### src/rtl/rv32_uart_tx.sv
// rv32_uart_tx: 8N1 UART transmitter fed by a byte push port.
// Bytes are buffered, then serialised LSB first: one start bit, eight data bits, one stop bit.
// Each bit lasts CLKS_PER_BIT clock cycles.
// Build option RV32_UART_TX_FIFO_EN selects the buffer:
//   defined   -> FIFO_DEPTH-entry FIFO
//   undefined -> single-byte holding register (capacity 1)
module rv32_uart_tx #(
    parameter int unsigned CLKS_PER_BIT = 1250,
    parameter int unsigned FIFO_DEPTH   = 16
) (
    input  logic       clk,
    input  logic       reset_n,
    input  logic       wr_en_in,
    input  logic [7:0] data_in,
    output logic       ready_out,
    output logic       tx_out,
    output logic       busy_out,
    output logic       overflow_out
);

    localparam int unsigned CNT_W = $clog2(FIFO_DEPTH) + 1;
`ifdef RV32_UART_TX_FIFO_EN
    localparam int unsigned PTR_W = $clog2(FIFO_DEPTH);
    localparam logic [CNT_W-1:0] CAP = CNT_W'(FIFO_DEPTH);
`else
    localparam logic [CNT_W-1:0] CAP = CNT_W'(1);
`endif
    localparam logic [15:0] BAUD_LAST = 16'(CLKS_PER_BIT - 1);

    typedef enum logic [1:0] {IDLE, START, DATA, STOP} state_t;

    state_t           state_q, state_d;
    logic [15:0]      baud_q, baud_d;
    logic [2:0]       bit_idx_q, bit_idx_d;
    logic [7:0]       shift_q, shift_d;
    logic             tx_q, tx_d;
    logic             overflow_q, overflow_d;
    logic [CNT_W-1:0] count_q, count_d;
    logic             push;
    logic             pop;
    logic [7:0]       head_data;

    // A pop happens whenever the serialiser is idle and a byte is waiting.
    // A push at full is still taken when that same cycle frees a slot.
    assign pop          = (state_q == IDLE) && (count_q != '0);
    assign ready_out    = (count_q < CAP) || pop;
    assign push         = wr_en_in && ready_out;
    assign busy_out     = (state_q != IDLE) || (count_q != '0);
    assign tx_out       = tx_q;
    assign overflow_out = overflow_q;

`ifdef RV32_UART_TX_FIFO_EN
    logic [7:0]       mem_q [FIFO_DEPTH];
    logic [PTR_W-1:0] wr_ptr_q, wr_ptr_d;
    logic [PTR_W-1:0] rd_ptr_q, rd_ptr_d;

    // Pointers wrap naturally because FIFO_DEPTH is a power of two.
    assign wr_ptr_d  = push ? wr_ptr_q + PTR_W'(1) : wr_ptr_q;
    assign rd_ptr_d  = pop  ? rd_ptr_q + PTR_W'(1) : rd_ptr_q;
    assign head_data = mem_q[rd_ptr_q];

    // FIFO storage: data only, so it is not reset.
    always_ff @(posedge clk) begin
        if (push) begin
            mem_q[wr_ptr_q] <= data_in;
        end
    end

    // FIFO pointer registers.
    always_ff @(posedge clk) begin
        if (!reset_n) begin
            wr_ptr_q <= '0;
            rd_ptr_q <= '0;
        end else begin
            wr_ptr_q <= wr_ptr_d;
            rd_ptr_q <= rd_ptr_d;
        end
    end
`else
    logic [7:0] hold_q;

    assign head_data = hold_q;

    // Holding register.
    // A new byte may overwrite it on the same edge that the old byte is popped into the shifter.
    always_ff @(posedge clk) begin
        if (push) begin
            hold_q <= data_in;
        end
    end
`endif

    // Buffered-byte count: up on push, down on pop, unchanged when both occur.
    always_comb begin
        count_d = count_q;
        if (push && !pop) begin
            count_d = count_q + CNT_W'(1);
        end else if (pop && !push) begin
            count_d = count_q - CNT_W'(1);
        end
    end

    // A push request that is not accepted latches the overflow flag until reset.
    assign overflow_d = overflow_q || (wr_en_in && !ready_out);

    // Serialiser next state.
    // The baud counter restarts at every bit boundary.
    // tx is registered, so the new line level appears on the same edge as the state change.
    always_comb begin
        state_d   = state_q;
        baud_d    = baud_q;
        bit_idx_d = bit_idx_q;
        shift_d   = shift_q;
        tx_d      = tx_q;
        case (state_q)
            IDLE: begin
                baud_d    = '0;
                bit_idx_d = '0;
                tx_d      = 1'b1;
                if (pop) begin
                    shift_d = head_data;
                    tx_d    = 1'b0;
                    state_d = START;
                end
            end
            START: begin
                if (baud_q == BAUD_LAST) begin
                    baud_d    = '0;
                    bit_idx_d = '0;
                    tx_d      = shift_q[0];
                    shift_d   = {1'b0, shift_q[7:1]};
                    state_d   = DATA;
                end else begin
                    baud_d = baud_q + 16'd1;
                end
            end
            DATA: begin
                if (baud_q == BAUD_LAST) begin
                    baud_d = '0;
                    if (bit_idx_q == 3'd7) begin
                        bit_idx_d = '0;
                        tx_d      = 1'b1;
                        state_d   = STOP;
                    end else begin
                        bit_idx_d = bit_idx_q + 3'd1;
                        tx_d      = shift_q[0];
                        shift_d   = {1'b0, shift_q[7:1]};
                    end
                end else begin
                    baud_d = baud_q + 16'd1;
                end
            end
            STOP: begin
                if (baud_q == BAUD_LAST) begin
                    baud_d  = '0;
                    tx_d    = 1'b1;
                    state_d = IDLE;
                end else begin
                    baud_d = baud_q + 16'd1;
                end
            end
            default: begin
                baud_d    = '0;
                bit_idx_d = '0;
                tx_d      = 1'b1;
                state_d   = IDLE;
            end
        endcase
    end

    // Control registers.
    // Reset aborts any frame, drops buffered bytes and ignores a concurrent push.
    always_ff @(posedge clk) begin
        if (!reset_n) begin
            state_q    <= IDLE;
            baud_q     <= '0;
            bit_idx_q  <= '0;
            tx_q       <= 1'b1;
            overflow_q <= 1'b0;
            count_q    <= '0;
        end else begin
            state_q    <= state_d;
            baud_q     <= baud_d;
            bit_idx_q  <= bit_idx_d;
            tx_q       <= tx_d;
            overflow_q <= overflow_d;
            count_q    <= count_d;
        end
    end

    // Shift register: data only, so it is not reset.
    always_ff @(posedge clk) begin
        shift_q <= shift_d;
    end

endmodule

### config.mk
export PLATFORM = sky130hd
export DESIGN_NAME = rv32_uart_tx
export DESIGN_NICKNAME = d
export VERILOG_FILES = /design/src/rtl/rv32_uart_tx.sv
export SDC_FILE = /design/constraint.sdc
export NUM_CORES = 1
export LEC_CHECK = 0
export BUFFER_PORTS_ARGS = -buffer_cell sky130_fd_sc_hd__buf_2
export CAP_MARGIN = 20
export CORE_MARGIN = 3
export CORE_UTILIZATION = 35
export DETAILED_ROUTE_END_ITERATION = 8
export HOLD_SLACK_MARGIN = 0.12
export SLEW_MARGIN = 20
export SYNTH_ARGS = -nofsm -noshare
export SYNTH_HDL_FRONTEND = slang
export SYNTH_SLANG_ARGS = --single-unit
### constraint.sdc
create_clock -name clk -period 2.6 [get_ports clk]
set_input_delay 0.52 -clock clk [delete_from_list [all_inputs] [get_ports clk]]
set_output_delay 0.52 -clock clk [all_outputs]
set_load 0.1 [all_outputs]
==> flow_summary.yaml <==
placement:
  detailedPlacementHpwl_mm: 2.578
  detailedPlace.worstSlack_ns: 0.1218
  gp_routability_congestion: 0.7939
  placement.io_buffers: 14
pwr:
  power_frac_clock_pct: 18.0
  p_leak_nw: 0.8979
  power.density_nw_per_um2: 1210
  p_switching_mw: 1.140
  p_int_mw: 1.804
  seq_power_share_pct: 35.3
  power.combinational.fraction_pct: 46.6
  irDropWorstVdd_uv: 1006
  switching_share_pct: 38.72
grt:
  globalRouteOverflowTotal: 0
  grt_pass1_vias: 1293
  antenna_violations_before_repair: 0
  grt_start_max_net_pins: 18
  grtUsageTotal_pct: 10.72
  grt_first_pass_wirelength_mm: 6.065
cells_and_area:
  flow.area_growth_from_synthesis_pct: 15.71
  drive_above_1_share_pct: 22.90
  diode_count: 0
  layout.cells.most_common_list: "dfxtp_1, edfxtp_1, nor2_1, buf_2, nand2_1"
  mostFrequentLayoutCell: "dfxtp_1"
  final_nets: 236
cts:
  tritoncts.num_buffers: 5
  cts_setup_buffers: 0
  ctsResizeCount: 0
  max_clock_buf_depth: 2
  worst_skew_pair_later_pin_latency_ns: 0.29
  postCtsHoldBufs: 0
  path_clk_slew_ns: 0.09
  cts.sinks: 44
  cts.htree.levels: 2
  cts.root.buffer_cell: "clkbuf_8"
  clock_tree_from_tritoncts: "yes"
die:
  floorplan.io_pins: 15
  fp.coreArea_sq_um: 5642
  floorplan.rows: 27
  total_die_area_sq_um: 6971
  fp.dieW_microns: 83.50
  initial_cell_density_of_the_core_pct: 37.26
  die-height_microns: 83.50
worst_setup_path:
  timing.critical_path.arrival_ns: 2.68
  worst_setup_path_end_kind: "register"
  worstPathMaxFanout: 6
  start_kind: "register"
  worst_path_dominant_cell_family: "simple AND/OR/NAND/NOR gates"
  setup.reg_to_reg.worst_slack_ns: 0.12
  critPathRequiredTime_ns: 2.80
  path_class: "register to register"
  critical-path-max-stage-delay_ns: 0.49
  worst-path-buf-inv: 1
  slowest_stage: "or4b_4"
  cell_breakdown_of_the_critical_path: "inv_2 > ha_4 > or4b_4 > o2bb2ai_4 > and2_4 > ha_4 > or4b_4 > a21oi_2 > xor2_1 > and2_1"
yosys:
  synth_compound_gate_area_share_pct: 6.607
  muxShareOfSynthArea_pct: 6.131
  synthXorXnorAreaFrac_pct: 6.250
  synthDistinctLibCells: 46
  register_bit_count_reported_by_yosys: 44
  synth_fp_nets: 217
  syn_area_per_cell_sq_um: 10.84
  synth-adder-area-share_pct: 7.143
  synthSimpleGateAreaFrac_pct: 21.61
  yosysWarnings: 0
  syn-cell-area_sq_um: 2102
  synth_top_family_by_area: "simple AND/OR/NAND/NOR gates"
  dominantRegCellSynth: "dfxtp_1"
  synth_edf_count: 16
  synthArstFlopShare_pct: 0
  seq_area_frac_synth_pct: 49.52
  syn_inst: 194
sta:
  setup_total_negative_slack_ns: 0
  final.min_clock_period_ns: 2.484
  final.setup_skew_ns: 0.009151
  worst_slew_pin_slew_ns: 0.6060
  setup_viol: 0
  maxClockFrequency_ghz: 0.4027
  finalCritPeriodShare_pct: 95.52
  timing_max_transition_violations_final: 0
  timing_hold_violations_final: 0
  max_slew_margin_pct: 59.03
  fin_ws_ns: 0.1165
  grt_setup_unrepaired: "no"
run:
  cap_viol_max_count: 0
min_path:
  hold_path_class: "input port to register"
drt:
  route.detailed.vias_per_inst: 5.003
  post_drt_wl_per_cell_microns: 12.61
  vias: 1431
  drtIter0Drc: 101
  detailedRoute.firstPassIterationCount: 4
  route.final.wire_length_mm: 3.606
  drc: 0
  detail-route-antenna-nets: 0
outcome:
  outcome: "completed"
-- final cells by class --
type                    instances  area (sq um)
clock buffers                   5         68.82
clock inverters                 3         46.29
fillers                       549          3209
inverters                       9         33.78
repair buffers                 16         85.08
multi-input cells             137          1065
well taps                      72         90.09
flip-flops and latches         44          1044
-- logic make-up after synthesis --
group,count (synthesis)
buffers and inverters,13
adders and majority gates,12
DFF,44
muxes,12
AOI/OAI and AO/OA,21
xor gates and xnor gates,15
and+or+nand+nor,77
-- registers in the layout (all words and copies together), names as in the netlist --
signal	flops
shift_q	8
tx_out	1
state_q	2
overflow_out	1
head_data	8
baud_q	16
bit_idx_q	3
count_q	5
-- final timing paths --
kind,depth (start not counted),start,to
max,10,count_q[1],count_q[4]
max reg2reg,10,count_q[1],count_q[4]
min,1,data_in[4],head_data[4]
min reg2reg,2,bit_idx_q[1],bit_idx_q[1]
-- Yosys cell counts, types with 2 or more instances --
cell | instances | area share [%]
and2_1 | 5 | 1.5
nor2b_1 | 2 | 0.60
or3_1 | 4 | 1.2
nand4_1 | 3 | 0.89
mux2_2 | 7 | 3.8
clkbuf_1 | 2 | 0.36
ha_1 | 12 | 7.1
edfxtp_1 | 16 | 23
dfxtp_1 | 28 | 27
a21o_1 | 2 | 0.71
nor3_1 | 2 | 0.48
xnor2_1 | 10 | 4.2
nor4b_1 | 3 | 1.3
nand2_1 | 13 | 2.3
xor2_1 | 5 | 2.1
or4_1 | 3 | 1.1
nor4_1 | 3 | 0.89
mux2i_1 | 5 | 2.4
nand3_1 | 9 | 2.1
and3_1 | 3 | 0.89
inv_1 | 9 | 1.6
a21oi_1 | 6 | 1.4
o21ai_0 | 5 | 1.2
nor2_1 | 15 | 2.7
-- power by group through the flow --
stage          clock [mW]  sequential, mW  combinational [mW]
2_1_floorplan           0            1.12                1.07
5_1_grt             0.582            1.06                1.50
6_report            0.531            1.04                1.37
4_1_cts             0.546            1.04                1.40
3_3_place_gp            0            1.06                1.39
3_5_place_dp            0            1.06                1.39
-- per-stage QoR --
| step | std cells | power [mW] | hold WS (ns) | util, % | area, sq um |
|---|---|---|---|---|---|
| after global routing | 286 | 3.146 | 0.3773 | 43.11 | 2432 |
| after CTS | 286 | 2.985 | 0.3900 | 43.11 | 2432 |
| after floorplan | 194 | 2.185 | 0.4385 | - | 2166 |
| final | 286 | 2.943 | 0.3982 | 43.11 | 2432 |
| after global placement | 278 | 2.442 | 0.4436 | 41.07 | 2317 |
| after detailed placement | 278 | 2.448 | 0.4528 | 41.07 | 2317 |
-- routing by layer --
metal	track usage (%)	routed length, microns
met5	0	0
met4	3.947	43
met3	2.764	132
met2	15.38	1567
met1	15.46	1862
Note: power is estimated with default switching activity, not from simulation.
